==> config.mk <==
export PLATFORM = sky130hd
export DESIGN_NAME = div_seq
export DESIGN_NICKNAME = d
export VERILOG_FILES = /design/src/rtl/softmax_pkg.sv /design/src/rtl/div_step.sv /design/src/rtl/div_seq.sv
export SDC_FILE = /design/constraint.sdc
export NUM_CORES = 1
export LEC_CHECK = 0
export ABC_AREA = 0
export CAP_MARGIN = 20
export CORE_MARGIN = 1
export CORE_UTILIZATION = 32
export CTS_BUF_LIST = sky130_fd_sc_hd__clkbuf_8
export DETAILED_ROUTE_END_ITERATION = 6
export PLACE_DENSITY_LB_ADDON = 0.3
export SLEW_MARGIN = 30
export SYNTH_ARGS = -nofsm -noshare
export SYNTH_HDL_FRONTEND = slang
export SYNTH_SLANG_ARGS = --single-unit
==> constraint.sdc <==
create_clock -name clk -period 6 [get_ports clk]
set_clock_uncertainty 0.05 [all_clocks]
set_input_delay 0.6 -clock clk [delete_from_list [all_inputs] [get_ports clk]]
set_output_delay 0.6 -clock clk [all_outputs]
set_load 0.05 [all_outputs]
==> src/rtl/softmax_pkg.sv <==
// Shared types and helpers for the softmax arithmetic blocks.
package softmax_pkg;

  typedef enum logic [1:0] {StIdle, StCalc, StDone} div_state_t;

  // Saturation limits for a dw-bit two's-complement quotient, truncated by the caller.
  function automatic logic [63:0] q_max(input int unsigned dw);
    return (64'd1 << (dw - 1)) - 64'd1;
  endfunction

  function automatic logic [63:0] q_min(input int unsigned dw);
    return 64'd1 << (dw - 1);
  endfunction

  function automatic int unsigned cnt_width(input int unsigned dw);
    return (dw > 1) ? $clog2(dw) : 1;
  endfunction

endpackage

==> src/rtl/div_step.sv <==
// One restoring division iteration: shift in a dividend bit, trial-subtract the divisor.
module div_step #(
  parameter int unsigned W = 33
) (
  input  logic [W-1:0] rem,
  input  logic         bit_in,
  input  logic [W-1:0] divisor,
  output logic [W-1:0] rem_next,
  output logic         q_bit
);

  logic [W:0] shifted;
  logic [W:0] diff;

  always_comb begin
    shifted  = {rem, bit_in};
    diff     = shifted - {1'b0, divisor};
    // The partial remainder never reaches 2^W, so diff[W] is a true borrow.
    q_bit    = ~diff[W];
    rem_next = q_bit ? diff[W-1:0] : shifted[W-1:0];
  end

endmodule

==> src/rtl/div_seq.sv <==
// Sequential radix-2 signed divider, one quotient bit per cycle, start/busy/done handshake.
module div_seq
  import softmax_pkg::*;
#(
  parameter int unsigned DW = 32,
  parameter int unsigned VW = 32
) (
  input  logic          clk,
  input  logic          rst,
  input  logic          start,
  input  logic [DW-1:0] a_in,
  input  logic [VW-1:0] b_in,
  output logic          busy,
  output logic          done,
  output logic [DW-1:0] q_out,
  output logic [VW-1:0] r_out,
  output logic          dbz,
  output logic          ovf
);

  localparam int unsigned   CW    = cnt_width(DW);
  localparam int unsigned   RW    = VW + 1;
  localparam logic [DW-1:0] QMax  = DW'(q_max(DW));
  localparam logic [DW-1:0] QMin  = DW'(q_min(DW));
  localparam logic [CW-1:0] Last  = CW'(DW - 1);

  div_state_t    state_q, state_d;
  logic [CW-1:0] cnt_q, cnt_d;
  logic [RW-1:0] rem_q, rem_d;
  logic [RW-1:0] bmag_q, bmag_d;
  logic [DW-1:0] dvd_q, dvd_d;
  logic [DW-1:0] a_q, a_d;
  logic [VW-1:0] b_q, b_d;
  logic [DW-1:0] q_q, q_d;
  logic [VW-1:0] r_q, r_d;
  logic          dbz_q, dbz_d;
  logic          ovf_q, ovf_d;

  logic [RW-1:0] rem_next;
  logic          q_bit;
  logic [DW-1:0] q_mag;
  logic [VW-1:0] r_mag;

  div_step #(.W(RW)) u_step (
    .rem      (rem_q),
    .bit_in   (dvd_q[DW-1]),
    .divisor  (bmag_q),
    .rem_next (rem_next),
    .q_bit    (q_bit)
  );

  // Dividend bits shift out the top while quotient bits fill in from the bottom.
  assign q_mag = {dvd_q[DW-2:0], q_bit};
  assign r_mag = rem_next[VW-1:0];

  always_comb begin
    state_d = state_q;
    cnt_d   = cnt_q;
    rem_d   = rem_q;
    bmag_d  = bmag_q;
    dvd_d   = dvd_q;
    a_d     = a_q;
    b_d     = b_q;
    q_d     = q_q;
    r_d     = r_q;
    dbz_d   = dbz_q;
    ovf_d   = ovf_q;

    unique case (state_q)
      StIdle, StDone: begin
        if (start) begin
          state_d = StCalc;
          cnt_d   = '0;
          rem_d   = '0;
          a_d     = a_in;
          b_d     = b_in;
          dvd_d   = a_in[DW-1] ? (~a_in + 1'b1) : a_in;
          bmag_d  = {1'b0, (b_in[VW-1] ? (~b_in + 1'b1) : b_in)};
        end else begin
          state_d = StIdle;
        end
      end
      StCalc: begin
        rem_d = rem_next;
        dvd_d = q_mag;
        cnt_d = cnt_q + 1'b1;
        if (cnt_q == Last) begin
          state_d = StDone;
          cnt_d   = '0;
          if (b_q == '0) begin
            dbz_d = 1'b1;
            ovf_d = 1'b0;
            q_d   = a_q[DW-1] ? QMin : QMax;
            r_d   = a_q[VW-1:0];
          end else if (a_q == QMin && b_q == '1) begin
            dbz_d = 1'b0;
            ovf_d = 1'b1;
            q_d   = QMax;
            r_d   = '0;
          end else begin
            dbz_d = 1'b0;
            ovf_d = 1'b0;
            q_d   = (a_q[DW-1] ^ b_q[VW-1]) ? (~q_mag + 1'b1) : q_mag;
            r_d   = a_q[DW-1] ? (~r_mag + 1'b1) : r_mag;
          end
        end
      end
      default: state_d = StIdle;
    endcase
  end

  always_ff @(posedge clk) begin
    if (rst) begin
      state_q <= StIdle;
      cnt_q   <= '0;
      rem_q   <= '0;
      bmag_q  <= '0;
      dvd_q   <= '0;
      a_q     <= '0;
      b_q     <= '0;
      q_q     <= '0;
      r_q     <= '0;
      dbz_q   <= 1'b0;
      ovf_q   <= 1'b0;
    end else begin
      state_q <= state_d;
      cnt_q   <= cnt_d;
      rem_q   <= rem_d;
      bmag_q  <= bmag_d;
      dvd_q   <= dvd_d;
      a_q     <= a_d;
      b_q     <= b_d;
      q_q     <= q_d;
      r_q     <= r_d;
      dbz_q   <= dbz_d;
      ovf_q   <= ovf_d;
    end
  end

  assign busy  = (state_q == StCalc);
  assign done  = (state_q == StDone);
  assign q_out = q_q;
  assign r_out = r_q;
  assign dbz   = dbz_q;
  assign ovf   = ovf_q;

endmodule

# --- Word-level counts from Yosys, hierarchy flattened ---
# Cells that the tools add are included.
word_totals:
  ff_bits: 234
  wordCells: 61
op_classes:
  n_addsub: 6
  eq_ne: 7
  muxes: 23
  bitwise_logic: 6
  n_reduce_logical: 8
ops:
  columns: ["op", "n"]
  rows:
  - ["$mux 32", 10]
  - ["$add 32x1->32 const B", 4]
  - ["$not 32->32", 4]
  - ["$mux 33", 2]
  - ["$pmux 33 s2", 1]
  - ["$eq 32x32->1 const B", 2]
  - ["$pmux 32 s2", 1]
  - ["$sub 34x32->34", 1]
  - ["$logic_not 32->1", 1]
  - ["$mux 5", 2]
  - ["$pmux 5 s2", 1]
  - ["$reduce_and 2->1", 3]
  - ["$add 5x1->5 const B", 1]
  - ["$eq 5x5->1 const B", 1]
  - ["$mux 1", 4]
  - ["$pmux 2 s2", 1]
  - ["$eq 2x1->1 const B", 1]
  - ["$eq 2x2->1 const B", 1]
  - ["$logic_not 2->1", 1]
  - ["$mux 2", 1]
  - ["$ne 2x1->1 const B", 1]
  - ["$ne 2x2->1 const B", 1]
  - ["$reduce_bool 2->1", 1]
  - ["$reduce_or 2->1", 1]
  - ["3 further kinds", 3]

# --- Depth between registers and ports, before layout ---
# Gate-level depths: netlist of run 1.
depth:
  depth_word: 7
  ltp_mapped: 24
  mapped_depth_nobuf: 21

# --- Modules after synthesis ---
# Synthesis of run 1 repeated with hierarchy kept, for this count alone.
hier_totals:
  hier_cells: 1716
  area_unflattened_um2: 13834.5
modules_own_cells:
  columns: ["module", "instances", "cells_per_inst", "area_per_inst_um2", "seq_area_each_um2"]
  rows:
  - ["div_seq", 1, 1382, 11298.3, 4664.5]
  - ["div_step", 1, 334, 2536.2, 0.0]

# --- Worst setup path before layout of run 1 ---
# No wires, ideal clock.
synth_path:
  path_type: "register to register"
  from: "reg rem_q[11]"
  to: "reg r_q[30], in the netlist r_out[30]"
  setup_ns: 0.119
  t_arrival_ns: 4.912
  setup_slack_ns: 0.919
  stages_incl_launch_ff: 21
  synth_period_minus_slack_ns: 5.081
  cell_sequence: "dfxtp_1 -> ha_1 -> buf_6 -> a21o_1 -> a311oi_2 -> o31ai_2 -> o31ai_4 -> a21oi_2 -> nor2_2 -> buf_2 -> buf_1 -> mux2i_1 -> ha_1 -> inv_1 -> nor2_1 -> or4b_2 -> o41ai_1 -> nand4_4 -> o41ai_2 -> xnor2_1 -> o2bb2ai_1"
synth_via:
  elab_chain_cells: 7
synth_lines:
  columns: ["item", "line", "rtl"]
  rows:
  - ["from (decl)", "div_seq.sv:29", "logic [RW-1:0] rem_q, rem_d;"]
  - ["from (signal assigned)", "div_seq.sv:128", "rem_q <= rem_d;"]
  - ["$sub 34x32->34", "div_step.sv:17", "diff = shifted - {1'b0, divisor};"]
  - ["$mux 33 (*)", "div_step.sv:20", "rem_next = q_bit ? diff[W-1:0] : shifted[W-1:0];"]
  - ["$not 32->32", "div_seq.sv:104", "r_d = a_q[DW-1] ? (~r_mag + 1'b1) : r_mag;"]
  - ["$add 32x1->32", "div_seq.sv:104", null]
  - ["$mux 32 (*)", "div_seq.sv:104", null]
  - ["$mux 32 (*)", "div_seq.sv:95", "end else if (a_q == QMin && b_q == '1) begin"]
  - ["$mux 32 (*)", "div_seq.sv:90", "if (b_q == '0) begin"]
  - ["to (signal assigned)", "div_seq.sv:134", "r_q <= r_d;"]
  - ["to (decl)", "div_seq.sv:35", "logic [VW-1:0] r_q, r_d;"]
# Every way passes the cells marked *; elsewhere a longest branch is shown, timed or not.
# A chain may end at the register's enable or synchronous reset.

# --- Final worst setup path of run 1 ---
# Ends and elaborated chain as after synthesis.

==> flow_metrics.env, run 1 <==
export IMPL_status="complete, no violations"
export IMPL_synth_seq_area_share_pct=33.2
export IMPL_required_ns=6.39
export IMPL_timing_setup_tns_ns=0
export IMPL_synth_warnings=0
export IMPL_ctsResizeCount=0
export IMPL_drv_cap=0
export IMPL_portBuffers=134
export IMPL_place_gp_congestion=0.950
export IMPL_synthFlopType="dfxtp_1"
export IMPL_cts_buffers=42
export IMPL_initialDrtViolationCount=1428
export IMPL_critical_path_arrival_ns=5.54
export IMPL_worstSetupPathType="reg -> reg"
export IMPL_wl_mm=50.9
export IMPL_fin_ws_ns=0.846
export IMPL_post_drt_wl_per_cell_um=20.1
export IMPL_synth_edf_count=0
export IMPL_detail_route_antenna_nets=0
export IMPL_antenna_found_initial=0
export IMPL_power_leakage_nw=6.14
export IMPL_clockRootBuffer="clkbuf_8"
export IMPL_layout_nets=2022
export IMPL_syn_instance_count=1842
export IMPL_hold_ws_ns=0.410
export IMPL_dp_worst_setup_slack_ns=0.925
export IMPL_syn_area_per_cell_um2=7.63
export IMPL_coreArea_um2=43200
export IMPL_vdd_drop_max_v=0.000706
export IMPL_overflow=0
export IMPL_synth_largest_area_cell="dfxtp_1"
export IMPL_setup_violations=0
export IMPL_start_kind="register"
export IMPL_r2r_start="rem_q[11]"
export IMPL_clkPwrFrac_pct=14.0
export IMPL_worst_path_max_fanout=10
export IMPL_hold_viol=0
export IMPL_areaGrowthSynthToFinish_pct=18.7
export IMPL_period_needed_ns=5.15
export IMPL_grt_first_pass_wirelength_mm=78.5
export IMPL_syn_area_um2=14000
export IMPL_powerDensity_nw_per_um2=655
export IMPL_path_clk_slew_ns=0.07
export IMPL_power_frac_seq_pct=17.5
export IMPL_layout_commonest_cell="nand2_1"
export IMPL_ff2ff_setup_slack_ns=0.85
export IMPL_diodes=0
export IMPL_mostFrequentLayoutCells="nand2_1 (274), dfxtp_1 (233), a21oi_1 (224), nor2_1 (156), clkdlybuf4s50_1 (132)"
export IMPL_swShare_pct=53.3
export IMPL_min_from="bmag_q[29]"
export IMPL_relSlewSlack_pct=34.3
export IMPL_drive_gt1_share_pct=6.32
export IMPL_grt_total_usage_pct=22.5
export IMPL_synth_cell_types=79
export IMPL_synth_area_leaders="dfxtp_1 (33%), a21oi_1 (8.0%), nand2_1 (7.3%), xor2_1 (4.6%), xnor2_1 (4.2%)"
export IMPL_synth_seq_cells=233
export IMPL_ios=135
export IMPL_grt_max_degree=130
export IMPL_firstDrtPassIters=6
export IMPL_post_cts_buffers=0
export IMPL_syn_num_nets=1948
export IMPL_maxSlewViolCount=0
export IMPL_hpwlAfterDp_mm=38.1
export IMPL_remaining_drc_errors=0
export IMPL_clock_latency_ns=0.59
export IMPL_grt_pass1_vias=13200
export IMPL_die_w_um=212
export IMPL_cts_sinks=233
export IMPL_holdPathStages=2
export IMPL_rows=76
export IMPL_fmax_ghz=0.194
export IMPL_worstMarginPinSlew_ns=0.986
export IMPL_fin_area_um2=16700
export IMPL_intPower_w=0.00510
export IMPL_r2r_cells=17
export IMPL_initial_core_util_pct=32.5
export IMPL_fp_dieArea_um2=44700
export IMPL_cts_tree="yes"
export IMPL_post_route_util_pct=38.6
export IMPL_num_fill_cells=4541
export IMPL_h_tree_depth=2
export IMPL_power_frac_comb_pct=68.5
export IMPL_placed_area_um2=15800
export IMPL_crit_path_end_kind="register"
export IMPL_netlist_area_leader_share_pct=33.2
export IMPL_async_reset_ff_share_pct=0
export IMPL_hold_path_class="reg -> reg"
export IMPL_finalCritPeriodShare_pct=85.9
export IMPL_holdPathEnd="bmag_q[29]"
export IMPL_cts_hold_buffers=0
export IMPL_rsz0062_at_grt="no"
export IMPL_clockBufferDepth=3
export IMPL_power_switching_w=0.00583
export IMPL_regToRegEndpoint="r_out[30]"
export IMPL_viasPerCell=5.53
export IMPL_die_h_um=212
export IMPL_vias=14000
==> cell type report <==
class	count	area (µm²)	area share [%]
clock buffer	52	716	4.29
clock inverter	23	131	0.788
inverter	57	214	1.28
multi-input combinational	1431	8730	52.4
sequential	233	4660	28.0
tap	585	732	4.39
timing repair buffer	151	1490	8.92
==> worst max-delay path, stage by stage (launching register included) <==
cell and delay (ns):
dfxtp_1 0.47, ha_1 0.42, a21o_1 0.27, a311oi_2 0.31, o31ai_2 0.16, o31a_1 0.34
nor3_4 0.38, nor2_4 0.12, mux2i_1 0.29, ha_1 0.25, inv_1 0.10, nor2_1 0.10
or4b_2 0.61, o41ai_1 0.14, nand4_4 0.30, o41ai_2 0.42, xnor2_1 0.11, o2bb2ai_1 0.13
==> power groups by stage <==
stage	Clock, W	Combinational, W	Sequential, W
finish	0.00153	0.00749	0.00191
global route	0.00162	0.00804	0.00193
CTS	0.00155	0.00737	0.00190
detailed placement	0	0.00733	0.00194
global placement	0	0.00734	0.00193
floorplan	0	0.00545	0.00186
==> synth_stat cells, types with 6 or more instances <==
cell and count:
nand2_1 275, dfxtp_1 233, a21oi_1 225, nor2_1 158, clkbuf_1 97, o21ai_0 76, xor2_1 73, xnor2_1 68
inv_1 55, a22oi_1 48, a211oi_1 38, ha_1 38, o31ai_1 35, and3_1 30, nor4_1 29, nor3_1 26
nand3_1 23, o22ai_1 23, a31oi_1 22, nor2b_1 19, mux2i_1 18, nand4_1 18, or3_1 18, or4_1 18
a21o_1 17, o41ai_1 15, buf_1 12, o21a_1 11, buf_2 10, a221oi_1 9, and2_1 7, nand2b_1 7
o211ai_1 7, nor4b_1 6
==> metrics by stage <==
| step | total power [W] | instances |
|---|---|---|
| 2_1_floorplan | 0.00731 | 1842 |
| 3_3_place_gp | 0.00927 | 2456 |
| 3_5_place_dp | 0.00927 | 2457 |
| 4_1_cts | 0.0108 | 2532 |
| 5_1_grt | 0.0116 | 2532 |
| 6_report | 0.0109 | 2532 |
==> logic make-up after synthesis <==
group / count (synthesis) / share of synthesized area (%)
buffers and inverters: 178 / 4.95
AO/OA/AOI/OAI: 569 / 25.7
AND/OR/NAND/NOR: 659 / 22.1
multiplexers: 23 / 1.68
flip-flops: 233 / 33.2
XOR/XNOR: 141 / 8.79
adder cells (fa/ha/maj): 39 / 3.53
==> metal layers <==
metal  share of wire [%]  up-vias  wire, µm  track usage (%)
met2                  45      401     22900             35.4
met1                  47     6749     24000             32.1
li1                    -     6781         -                -
met4                 2.3        0      1160             6.35
met5                   0        -         0                0
met3                 5.5       70      2780             2.70
==> how the worst max path moves through the flow <==
stage | startpoint | to | slack (ns) | cells after the start
6_report | rem_q[11] | r_out[30] | 0.85 | 17
5_1_grt | rem_q[11] | q_out[30] | 0.43 | 18
4_1_cts | rem_q[11] | r_out[30] | 0.91 | 17
3_5_place_dp | rem_q[11] | r_out[30] | 0.92 | 17
3_3_place_gp | rem_q[11] | q_out[28] | 1.04 | 18
2_1_floorplan | rem_q[11] | r_out[30] | 0.92 | 20
==> flip-flops by register name (all words and copies together), names as in the netlist <==
signal,count
dbz,1
r_out,32
bmag_q,31
q_out,32
rem_q,33
a_q,32
b_q,32
dvd_q,32
cnt_q,5
state_q,2
ovf,1
(Power assumes the default switching activity.)
==> run 2: changes to the inputs <==
--- a/config.mk
+++ b/config.mk
@@ -11,6 +11,7 @@
 export CORE_UTILIZATION = 32
 export CTS_BUF_LIST = sky130_fd_sc_hd__clkbuf_8
 export DETAILED_ROUTE_END_ITERATION = 6
+export GPL_TIMING_DRIVEN = 1
 export PLACE_DENSITY_LB_ADDON = 0.3
 export SLEW_MARGIN = 30
 export SYNTH_ARGS = -nofsm -noshare
==> results of run 2 <==
Same layout as run 1: the final DEF is identical, and so are final timing and power.
